`src/rtl/overworld_move_sequencer.sv`:
```
// rtl/overworld_move_sequencer.sv - overworld tile-step sequencer: arbitration, collision query, walk/bump animation, encounters
module overworld_move_sequencer #(
  parameter int START_X     = 432,
  parameter int START_Y     = 312,
  parameter int STEP_PX     = 16,
  parameter int MAX_X       = 1008,
  parameter int MAX_Y       = 752,
  parameter int BUMP_FRAMES = 8,
  parameter int ENC_THRESH  = 26
) (
  input  logic        vclk,
  input  logic        reset,
  input  logic        frame_tick,
  input  logic        enable,
  input  logic        up,
  input  logic        down,
  input  logic        left,
  input  logic        right,
  output logic        col_req,
  output logic [10:0] col_x,
  output logic [9:0]  col_y,
  input  logic        col_ack,
  input  logic        col_blocked,
  input  logic        col_grass,
  input  logic        battle_done,
  output logic [10:0] map_x,
  output logic [9:0]  map_y,
  output logic [1:0]  facing,
  output logic        walking,
  output logic [5:0]  sprite_sel_x,
  output logic [5:0]  sprite_sel_y,
  output logic        battle_trigger,
  output logic        in_battle
);

  typedef enum logic [2:0] {S_IDLE, S_QUERY, S_WALK, S_BUMP, S_ENC, S_BATTLE} state_t;

  localparam logic signed [12:0] STEP_S    = 13'(STEP_PX);
  localparam logic signed [12:0] LIM_X     = 13'(MAX_X);
  localparam logic signed [12:0] LIM_Y     = 13'(MAX_Y);
  localparam logic        [7:0]  STEP_C    = 8'(STEP_PX);
  localparam logic        [7:0]  HALF_STEP = 8'(STEP_PX / 2);
  localparam logic        [7:0]  BUMP_C    = 8'(BUMP_FRAMES);
  localparam logic        [7:0]  HALF_BUMP = 8'(BUMP_FRAMES / 2);
  localparam logic        [8:0]  ENC_T9    = 9'(ENC_THRESH);

  state_t      state_q, state_d;
  logic [10:0] map_x_q, map_x_d, dest_x_q, dest_x_d, col_x_q, col_x_d;
  logic [9:0]  map_y_q, map_y_d, dest_y_q, dest_y_d, col_y_q, col_y_d;
  logic [1:0]  facing_q, facing_d;
  logic [7:0]  cnt_q, cnt_d, lfsr_q, lfsr_d;
  logic [5:0]  sel_x_q, sel_x_d, sel_y_q, sel_y_d;
  logic        grass_q, grass_d, col_req_q, col_req_d, walking_q, walking_d;
  logic        trig_q, trig_d, in_battle_q, in_battle_d;

  logic [3:0]  held;
  logic        any_held, oob, enc_hit;
  logic [1:0]  sel_dir;
  logic signed [12:0] nx, ny;

  // held[] is indexed by facing code so the current direction can be looked up directly
  assign held     = {right, left, up, down};
  assign any_held = |held;
  assign lfsr_d   = {lfsr_q[6:0], lfsr_q[7] ^ lfsr_q[5] ^ lfsr_q[4] ^ lfsr_q[3]};
  assign enc_hit  = {1'b0, lfsr_q} < ENC_T9;

  always_comb begin
    sel_dir = 2'd3;
    if (held[facing_q]) sel_dir = facing_q;
    else if (up)        sel_dir = 2'd1;
    else if (down)      sel_dir = 2'd0;
    else if (left)      sel_dir = 2'd2;
    nx = $signed({2'b00, map_x_q});
    ny = $signed({3'b000, map_y_q});
    case (sel_dir)
      2'd0:    ny = ny - STEP_S;
      2'd1:    ny = ny + STEP_S;
      2'd2:    nx = nx + STEP_S;
      default: nx = nx - STEP_S;
    endcase
    oob = (nx < 13'sd0) || (nx > LIM_X) || (ny < 13'sd0) || (ny > LIM_Y);
  end

  always_ff @(posedge vclk) begin
    if (reset) begin
      state_q     <= S_IDLE;
      map_x_q     <= 11'(START_X);
      map_y_q     <= 10'(START_Y);
      dest_x_q    <= '0;
      dest_y_q    <= '0;
      col_x_q     <= '0;
      col_y_q     <= '0;
      facing_q    <= '0;
      cnt_q       <= '0;
      lfsr_q      <= 8'hA5;
      sel_x_q     <= '0;
      sel_y_q     <= '0;
      grass_q     <= 1'b0;
      col_req_q   <= 1'b0;
      walking_q   <= 1'b0;
      trig_q      <= 1'b0;
      in_battle_q <= 1'b0;
    end else begin
      state_q     <= state_d;
      map_x_q     <= map_x_d;
      map_y_q     <= map_y_d;
      dest_x_q    <= dest_x_d;
      dest_y_q    <= dest_y_d;
      col_x_q     <= col_x_d;
      col_y_q     <= col_y_d;
      facing_q    <= facing_d;
      cnt_q       <= cnt_d;
      lfsr_q      <= lfsr_d;
      sel_x_q     <= sel_x_d;
      sel_y_q     <= sel_y_d;
      grass_q     <= grass_d;
      col_req_q   <= col_req_d;
      walking_q   <= walking_d;
      trig_q      <= trig_d;
      in_battle_q <= in_battle_d;
    end
  end

  always_comb begin
    state_d  = state_q;
    map_x_d  = map_x_q;
    map_y_d  = map_y_q;
    dest_x_d = dest_x_q;
    dest_y_d = dest_y_q;
    facing_d = facing_q;
    cnt_d    = cnt_q;
    grass_d  = grass_q;
    sel_x_d  = sel_x_q;
    case (state_q)
      S_IDLE: if (frame_tick && enable && any_held) begin
        facing_d = sel_dir;
        dest_x_d = nx[10:0];
        dest_y_d = ny[9:0];
        cnt_d    = '0;
        if (oob) begin
          state_d = S_BUMP;
          sel_x_d = (HALF_BUMP != 8'd0) ? 6'd16 : 6'd0;
        end else begin
          state_d = S_QUERY;
        end
      end
      S_QUERY: if (col_ack && col_req_q) begin
        grass_d = col_grass;
        cnt_d   = '0;
        state_d = col_blocked ? S_BUMP : S_WALK;
        sel_x_d = (col_blocked && HALF_BUMP != 8'd0) ? 6'd16 : 6'd0;
      end
      S_WALK: if (frame_tick) begin
        if (map_x_q < dest_x_q)      map_x_d = map_x_q + 11'd1;
        else if (map_x_q > dest_x_q) map_x_d = map_x_q - 11'd1;
        if (map_y_q < dest_y_q)      map_y_d = map_y_q + 10'd1;
        else if (map_y_q > dest_y_q) map_y_d = map_y_q - 10'd1;
        cnt_d   = cnt_q + 8'd1;
        sel_x_d = (cnt_d >= HALF_STEP) ? 6'd16 : 6'd0;
        if (cnt_d == STEP_C) begin
          state_d = grass_q ? S_ENC : S_IDLE;
          sel_x_d = 6'd0;
        end
      end
      S_BUMP: if (frame_tick) begin
        cnt_d   = cnt_q + 8'd1;
        sel_x_d = (cnt_d < HALF_BUMP) ? 6'd16 : 6'd0;
        if (cnt_d >= BUMP_C) begin
          state_d = S_IDLE;
          sel_x_d = 6'd0;
        end
      end
      S_ENC:    state_d = enc_hit ? S_BATTLE : S_IDLE;
      S_BATTLE: if (battle_done) state_d = S_IDLE;
      default:  state_d = S_IDLE;
    endcase
  end

  always_comb begin
    col_req_d   = (state_d == S_QUERY);
    col_x_d     = (state_d == S_QUERY) ? dest_x_d : col_x_q;
    col_y_d     = (state_d == S_QUERY) ? dest_y_d : col_y_q;
    walking_d   = (state_d == S_WALK);
    in_battle_d = (state_d == S_BATTLE);
    trig_d      = (state_q == S_ENC) && (state_d == S_BATTLE);
    sel_y_d     = {facing_d, 4'b0000};
  end

  assign col_req        = col_req_q;
  assign col_x          = col_x_q;
  assign col_y          = col_y_q;
  assign map_x          = map_x_q;
  assign map_y          = map_y_q;
  assign facing         = facing_q;
  assign walking        = walking_q;
  assign sprite_sel_x   = sel_x_q;
  assign sprite_sel_y   = sel_y_q;
  assign battle_trigger = trig_q;
  assign in_battle      = in_battle_q;

endmodule

```
`config.mk`:
```
export PLATFORM = sky130hd
export DESIGN_NAME = overworld_move_sequencer
export DESIGN_NICKNAME = d
export VERILOG_FILES = /design/src/rtl/overworld_move_sequencer.sv
export SDC_FILE = /design/constraint.sdc
export NUM_CORES = 1
export LEC_CHECK = 0
export BUFFER_PORTS_ARGS = -buffer_cell sky130_fd_sc_hd__buf_2
export CORE_AREA = 2 2 110 112
export DETAILED_ROUTE_END_ITERATION = 8
export DIE_AREA = 0 0 112 114
export MAX_ROUTING_LAYER = met4
export PLACE_DENSITY = 0.67
export SYNTH_ARGS = -nofsm -noshare
export SYNTH_HDL_FRONTEND = slang
export SYNTH_SLANG_ARGS = --single-unit
export TNS_END_PERCENT = 1
```
`constraint.sdc`:
```
create_clock -name vclk -period 5.8 [get_ports vclk]
set_input_delay 0.58 -clock vclk [delete_from_list [all_inputs] [get_ports vclk]]
set_output_delay 0.58 -clock vclk [all_outputs]
set_load 0.005 [all_outputs]
```
==> summary.md, run 1 <==
| Metric | Value |
|---|---|
| Number of setup buffers added after CTS | 0 |
| Hold EP | lfsr_q[7] |
| Final non-filler cell total | 866 |
| Max Transition Viols Final | 0 |
| Area grow syn2layout | 11.0% |
| Hold Path Cell Cnt | 1 |
| RSZ-0062 raised after global routing | false |
| Status | finished clean |
| Crit-path cells | ha_1 > nor2b_1 > o21a_1 > o21ai_0 > nand2b_1 > a2111oi_0 > o31ai_1 > buf_4 > fa_1 > a21o_1 > a21oi_1 > o21bai_1 > a2111oi_0 > or3_1 > o21ai_0 > xor2_1 > a21oi_1 > a31o_2 |
| Data required, critical path | ~6 ns |
| Leak pwr | between 2 and 3 nW |
| Initial Util | 49.1% |
| P per Cell Area | between 200 and 250 nW/um2 |
| Slew @ Worst Pin | 0.998 ns |
| Count leader, synth | dfxtp_1 |
| Post-synthesis xor/xnor area fraction | between 5 and 6% |
| Syn avg cell area | ~8.6 um2 |
| Peak VDD IR | between 0.15 and 0.2 mV |
| # hold bufs at CTS | 0 |
| Initial antenna violation count | 0 |
| Synth Area in Adders | 10.3% |
| Reg-to-Reg End | map_x[10] |
| Clock-pin slew on the worst setup and hold paths | 0.06 ns |
| Sequential share of the synthesized area | between 30 and 40% |
| Clock latency on the worst-skew pair | roughly 0.34 ns |
| Crit. End Element | flop |
| Remaining DRCs | 0 |
| DIE AREA | ~13000 um2 |
| Gpl congestion | 0.912 |
| Vias per cell | roughly 5.6 |
| Setup_tns | 0 ns |
| Final period utilization | between 70 and 80% |
| Most used DFF post-synth | dfxtp_1 |
| Layout cell share with drive strength beyond 1 | 17.7% |
| Largest net degree at the start of global routing | 90 |
| Pre-antenna DRT Iters | 7 |
| Top area cells in the synthesized netlist | dfxtp_1 31%, ha_1 9.6%, mux2_4 5.0% |
| Antenna Cells | 0 |
| Die width | roughly 110 um |
| Core box area | 11700 um2 |
| Cells after synthesis | 671 |
| Clock root buffer master | clkbuf_16 |
| Yosys cell types | 70 |
| IO Pins | ~70 |
| Relative slew margins | between 30% and 40% |
| Crit path kind | reg -> reg |
| Final hold vios | 0 |
| Compound-Gate Fraction of Synth Area | approximately a fifth |
| Multiplexer area fraction after synthesis | under 10% |
| Syn. warnings | 0 |
| CP max FO | 12 |
| Post_cts resized | 0 |
| Standard-cell row count | 40 |
| Clock Path Buffers | 2 |
| Total gr overflow | 0 |
| Die height | 114 um |
| Synth top area share | between 30% and 40% |
| Critical path's largest stage delay | 0.49 ns |
| Final setup viols | 0 |
| DRT iter0 DRCs | 470 |
| CTS Buf Count | 9 |
| CP startpoint kind | flop |
| Worst Path Arrival | 4.45 ns |
| I/O Buffers | between 60 and 70 |
| Fillers | roughly 1100 |
| Clock sinks | 90 |
| Post-synth EDFFs | 0 |
| First-pass GRT wire length | approximately 22000 um |
| Final WL | about 13000 um |
| Max_cap viols | 0 |
| Fin nets | a little under 800 |
| Main combinational cell family by area after synthesis | simple AND/OR/NAND/NOR gates |
| Post-Syn Area | 5750 um2 |
| DR WL/cell | approximately 15 um |
| Hold Startpoint | lfsr_q[6] |
| FF-to-FF Start | map_x[1] |
| Vias in the first global route | 4610 |
| Top post-synthesis cells by count | 90 x dfxtp_1, 63 x nor2_1, 52 x a21oi_1 |
| Worst setup startpoint | map_x[1] |
| #FFs+latches synth | 90 |
| HP Class | reg -> reg |
| Placed cell count | 851 |
| Post-Synth Simple-Gate Area | ~20% |
| Reg-to-reg slack, setup | approximately 1.6 ns |
| DRT antenna net count | 0 |
| Vias | 4855 |
| H-tree depth | 3 |
| Setup Skew | around 0.0084 ns |
| Max Fclk | between 200 and 250 MHz |
| All-Layer GR Usage | 21.7% |
| DP HPWL | roughly 9500 um |
| Synth area leader | dfxtp_1 |
| Post-synth ARST share | 0% |
| CTS tree | yes |
| Minimum clock period | between 4 and 5 ns |
| Crit-path slowest cell | dfxtp_1 |
| Worst r2r path cells | 18 |
-- layout by cell type, fill, tap and decap left out, types with 5 or more instances in the layout --
cell type and count:
nor4_1 9, ha_1 44, nor2_1 63, o21ai_1 5, buf_2 62, xnor2_1 19, nand2b_1 5, and3_1 8
conb_1 9, a211o_1 11, o21ai_0 18, nor2b_1 35, xor2_1 15, nor3_1 16, nand4_1 7, or2_2 5
mux2_4 19, a21oi_1 52, a211oi_1 14, nand3_1 16, dfxtp_1 90, a21o_1 13, o21a_1 6, a2111oi_0 5
clkbuf_16 9, nand2_1 46, inv_1 33, buf_4 7, mux2i_1 8
-- power breakdown --
group          switching, mW  internal [mW]  leakage (nW)
clock network          0.246          0.355         0.148
logic                  0.172          0.131          1.84
registers             0.0188          0.642         0.732
total                  0.436           1.13          2.72
-- final cells by class --
type | instances | area (um2) | share of cell area (%)
tap | 147 | 184 | 2.88
multi-input combinational | 512 | 3610 | 56.5
timing repair buffer | 69 | 363 | 5.68
clock inverter | 4 | 51.3 | 0.803
sequential | 90 | 1800 | 28.2
inverter | 33 | 124 | 1.94
clock buffer | 11 | 253 | 3.96
-- worst max-delay path by stage --
stage / cells after the start / to / slack, ns
floorplan: 18 / map_x[10] / 1.64
global placement: 18 / map_x[10] / 1.72
detailed placement: 18 / map_x[10] / 1.63
CTS: 18 / map_x[10] / 1.58
global route: 18 / map_x[10] / 1.23
finish: 18 / map_x[10] / 1.58
-- logic make-up after synthesis --
family,Yosys count
other,1
AOI/OAI and AO/OA,162
xor gates and xnor gates,34
and+or+nand+nor,231
buffers and inverters,77
adders and majority gates,46
DFF,90
muxes,30
-- state kept, by name, summed over array words and instances, names as in the netlist --
name,cells
battle_trigger,1
cnt_q,8
col_req,1
col_x,11
col_y,10
dest_x_q,11
dest_y_q,10
grass_q,1
in_battle,1
lfsr_q,8
map_x,11
map_y,10
sprite_sel_x,1
sprite_sel_y,2
state_q,3
walking,1
-- metal layers --
metal / share of wire, % / track usage [%]
met1: 49 / 29.4
met2: 45 / 34.2
met3: 4.9 / 3.88
met4: 1.2 / 4.63
met5: 0 / -
-- per-stage QoR --
stage | hold WS (ns) | setup slack (ns) | area, um2 | util, % | total power, mW
2_1_floorplan | 0.414 | 1.64 | 5780 | - | 0.916
3_3_place_gp | 0.419 | 1.72 | 6080 | 51.9 | 0.964
3_5_place_dp | 0.437 | 1.63 | 6080 | 51.9 | 0.973
4_1_cts | 0.460 | 1.58 | 6380 | 54.5 | 1.57
5_1_grt | 0.475 | 1.23 | 6380 | 54.5 | 1.64
6_report | 0.460 | 1.58 | 6380 | 54.5 | 1.56
-- worst max-delay path: cells and delay by family (launching register included) --
kind	cells	cell delay [ns]
AOI/OAI and AO/OA	11	2.13
xor gates and xnor gates	1	0.18
adders and majority gates	2	0.70
buffers and inverters	1	0.20
DFF	1	0.49
and+or+nand+nor	3	0.41
No activity file was read; power rests on OpenSTA's default activity.
==> inputs of run 2 (changes only) <==
clock period = 4.2 ns   (was 5.8 ns; I/O delays follow)
==> summary.md, run 2 (same netlist as run 1, synthesis figures left out) <==
| Metric | Value |
|---|---|
| P per Cell Area | 337 nW/um2 (was 245 nW/um2) |
| Status | finished clean (unchanged) |
| Fillers | 1094 (was 1078) |
| Max_cap viols | 0 (unchanged) |
| Fin nets | 785 (was 773) |
| Worst Path Arrival | 4.17 ns (was 4.45 ns) |
| Final hold vios | 0 (unchanged) |
| Total gr overflow | 0 (unchanged) |
| Relative slew margins | 43.7% (was 33.2%) |
| WHS | 0.313 ns (was 0.460 ns) |
| NetSw | 0.647 mW (was 0.436 mW) |
| Clock Path Buffers | 2 (unchanged) |
| DR WL/cell | 15.5 um (was 15.4 um) |
| DRT antenna net count | 0 (unchanged) |
| Max Fclk | 254 MHz (was 237 MHz) |
| Largest net degree at the start of global routing | 48 (was 90) |
| Internal Power | 1.56 mW (was 1.13 mW) |
| Crit path kind | reg -> reg (unchanged) |
| CP max FO | 8 (was 12) |
| First-pass GRT wire length | 22400 um (was 22100 um) |
| Pre-antenna DRT Iters | 5 (was 7) |
| Minimum clock period | 3.93 ns (was 4.22 ns) |
| Vias | 4912 (was 4855) |
| # hold bufs at CTS | 0 (unchanged) |
| Clock power frac | 38.4% (about the same) |
| Leading cell types in the layout, fill and taps excluded | 90 x dfxtp_1, 63 x nor2_1, 62 x buf_2, 51 x a21oi_1, 46 x nand2_1 (was 90 x dfxtp_1, 63 x nor2_1, 62 x buf_2, 52 x a21oi_1, 46 x nand2_1) |
| CTS tree | yes (unchanged) |
| Final period utilization | 93.6% (was 72.7%) |
| Remaining DRCs | 0 (unchanged) |
| Final WL | 13700 um (was 13300 um) |
| Vias per cell | 5.59 (was 5.61) |
| Switching Fraction | 29.4% (was 27.9%) |
| CTS Buf Count | 9 (unchanged) |
| Area grow syn2layout | 13.9% (was 11.0%) |
| Clock-pin slew on the worst setup and hold paths | 0.07 ns (was 0.06 ns) |
| Clock latency on the worst-skew pair | 0.35 ns (was 0.34 ns) |
| Clock root buffer master | clkbuf_16 (unchanged) |
| Max Transition Viols Final | 0 (unchanged) |
| Post-Place Setup Slack | 0.144 ns (was 1.63 ns) |
| Final Util | 55.9% (was 54.5%) |
| Antenna Cells | 0 (unchanged) |
| Layout cell share with drive strength beyond 1 | 19.8% (was 17.7%) |
| Placed Instance Area | 6190 um2 (was 6080 um2) |
| DRT iter0 DRCs | 358 (was 470) |
| Multi-input gate area | 3650 um2 (was 3610 um2) |
| I/O Buffers | 62 (unchanged) |
| H-tree depth | 3 (unchanged) |
| HP Class | in -> reg (was reg -> reg) |
| Leak pwr | 2.79 nW (was 2.72 nW) |
| Setup_tns | 0 ns (unchanged) |
| Initial antenna violation count | 0 (unchanged) |
| Die height | 114 um (unchanged) |
| Commonest non-fill, non-tap cell in the layout | dfxtp_1 (unchanged) |
| DIE AREA | 12800 um2 (unchanged) |
| Final setup viols | 0 (unchanged) |
| Reg power frac | 41.2% (was 42.2%) |
| CP startpoint kind | flop (unchanged) |
| Initial Util | 49.1% (unchanged) |
| IO Pins | 72 (unchanged) |
| Die width | 112 um (unchanged) |
| Fin worst setup slack | 0.268 ns (was 1.58 ns) |
| All-Layer GR Usage | 22.1% (was 21.7%) |
| Clock sinks | 90 (unchanged) |
| Data required, critical path | 4.44 ns (was 6.03 ns) |
| Standard-cell row count | 40 (unchanged) |
| Crit. End Element | flop (unchanged) |
| DP HPWL | 9690 um (was 9450 um) |
| Peak VDD IR | 0.257 mV (was 0.168 mV) |
| Final instance area | 6550 um2 (was 6380 um2) |
| Logic pwr share | 20.4% (was 19.4%) |
| Gpl congestion | 0.897 (was 0.912) |
| Setup Skew | 0.00900 ns (was 0.00839 ns) |
| Vias in the first global route | 4582 (was 4610) |
| Sequential cell area | 1800 um2 (unchanged) |
| Slew @ Worst Pin | 0.832 ns (was 0.998 ns) |
| Core box area | 11700 um2 (unchanged) |
==> run 2: cell type report <==
class / instances / share of cell area [%]
flip-flops and latches: 90 / 27.5
clock buffers: 9 / 3.44
multi-input cells: 512 / 55.8
well taps: 147 / 2.81
inverters: 33 / 1.89
clock inverters: 7 / 1.30
repair buffers: 81 / 7.30
==> run 2: what timing repair did <==
| item | in CTS | in global routing |
|---|---|---|
| pin swaps | 0 | 3 |
| gates resized for setup | 1 | 8 |
| endpoints found under the setup margin | 1 | 3 |
| endpoints found under the hold margin | 0 | 0 |
| buffers inserted | 0 | 1 |
==> run 2: path summary, 6_finish.rpt <==
check / startpoint / end / slack, ns / cells past startpoint
worst max-delay path: dest_x_q[1] / map_x[10] / 0.27 / 18
worst min register to register: lfsr_q[1] / lfsr_q[2] / 0.45 / 1
worst min-delay path: col_grass / grass_q / 0.31 / 3
worst max register to register: dest_x_q[1] / map_x[10] / 0.27 / 18
==> run 2: stage by stage <==
| step | power, mW | std cells |
|---|---|---|
| 2_1_floorplan | 1.27 | 679 |
| 3_3_place_gp | 1.34 | 862 |
| 3_5_place_dp | 1.36 | 862 |
| 4_1_cts | 2.20 | 878 |
| 5_1_grt | 2.31 | 879 |
| 6_report | 2.20 | 879 |
==> run 2: critical path, cell delays in order, from the launching register on <==
cell       delay, ns
dfxtp_1         0.33
inv_1           0.05
ha_1            0.28
nor2b_1         0.13
o21a_1          0.16
o21ai_0         0.14
nand2b_1        0.13
a2111oi_4       0.39
o31ai_4         0.15
buf_4           0.20
ha_1            0.34
a21oi_2         0.08
o21bai_1        0.20
a2111oi_2       0.11
or3_1           0.39
o21ai_0         0.21
xor2_1          0.22
a21oi_1         0.09
a31o_2          0.21
==> run 2: power by group through the flow <==
| stage | combinational, mW | clock [mW] | sequential (mW) |
|---|---|---|---|
| after floorplan | 0.342 | 0 | 0.923 |
| after global placement | 0.415 | 0 | 0.927 |
| after detailed placement | 0.427 | 0 | 0.928 |
| after CTS | 0.431 | 0.865 | 0.909 |
| after global routing | 0.499 | 0.901 | 0.913 |
| final | 0.449 | 0.847 | 0.909 |
==> run 2: per-layer routing <==
metal | vias to the layer above | part of all wire [%] | global-route usage [%]
met3 | 21 | 5.0 | 3.99
met4 | 0 | 1.3 | 7.07
met2 | 133 | 45 | 32.7
li1 | 2470 | - | -
met1 | 2288 | 49 | 30.7
met5 | - | 0 | -
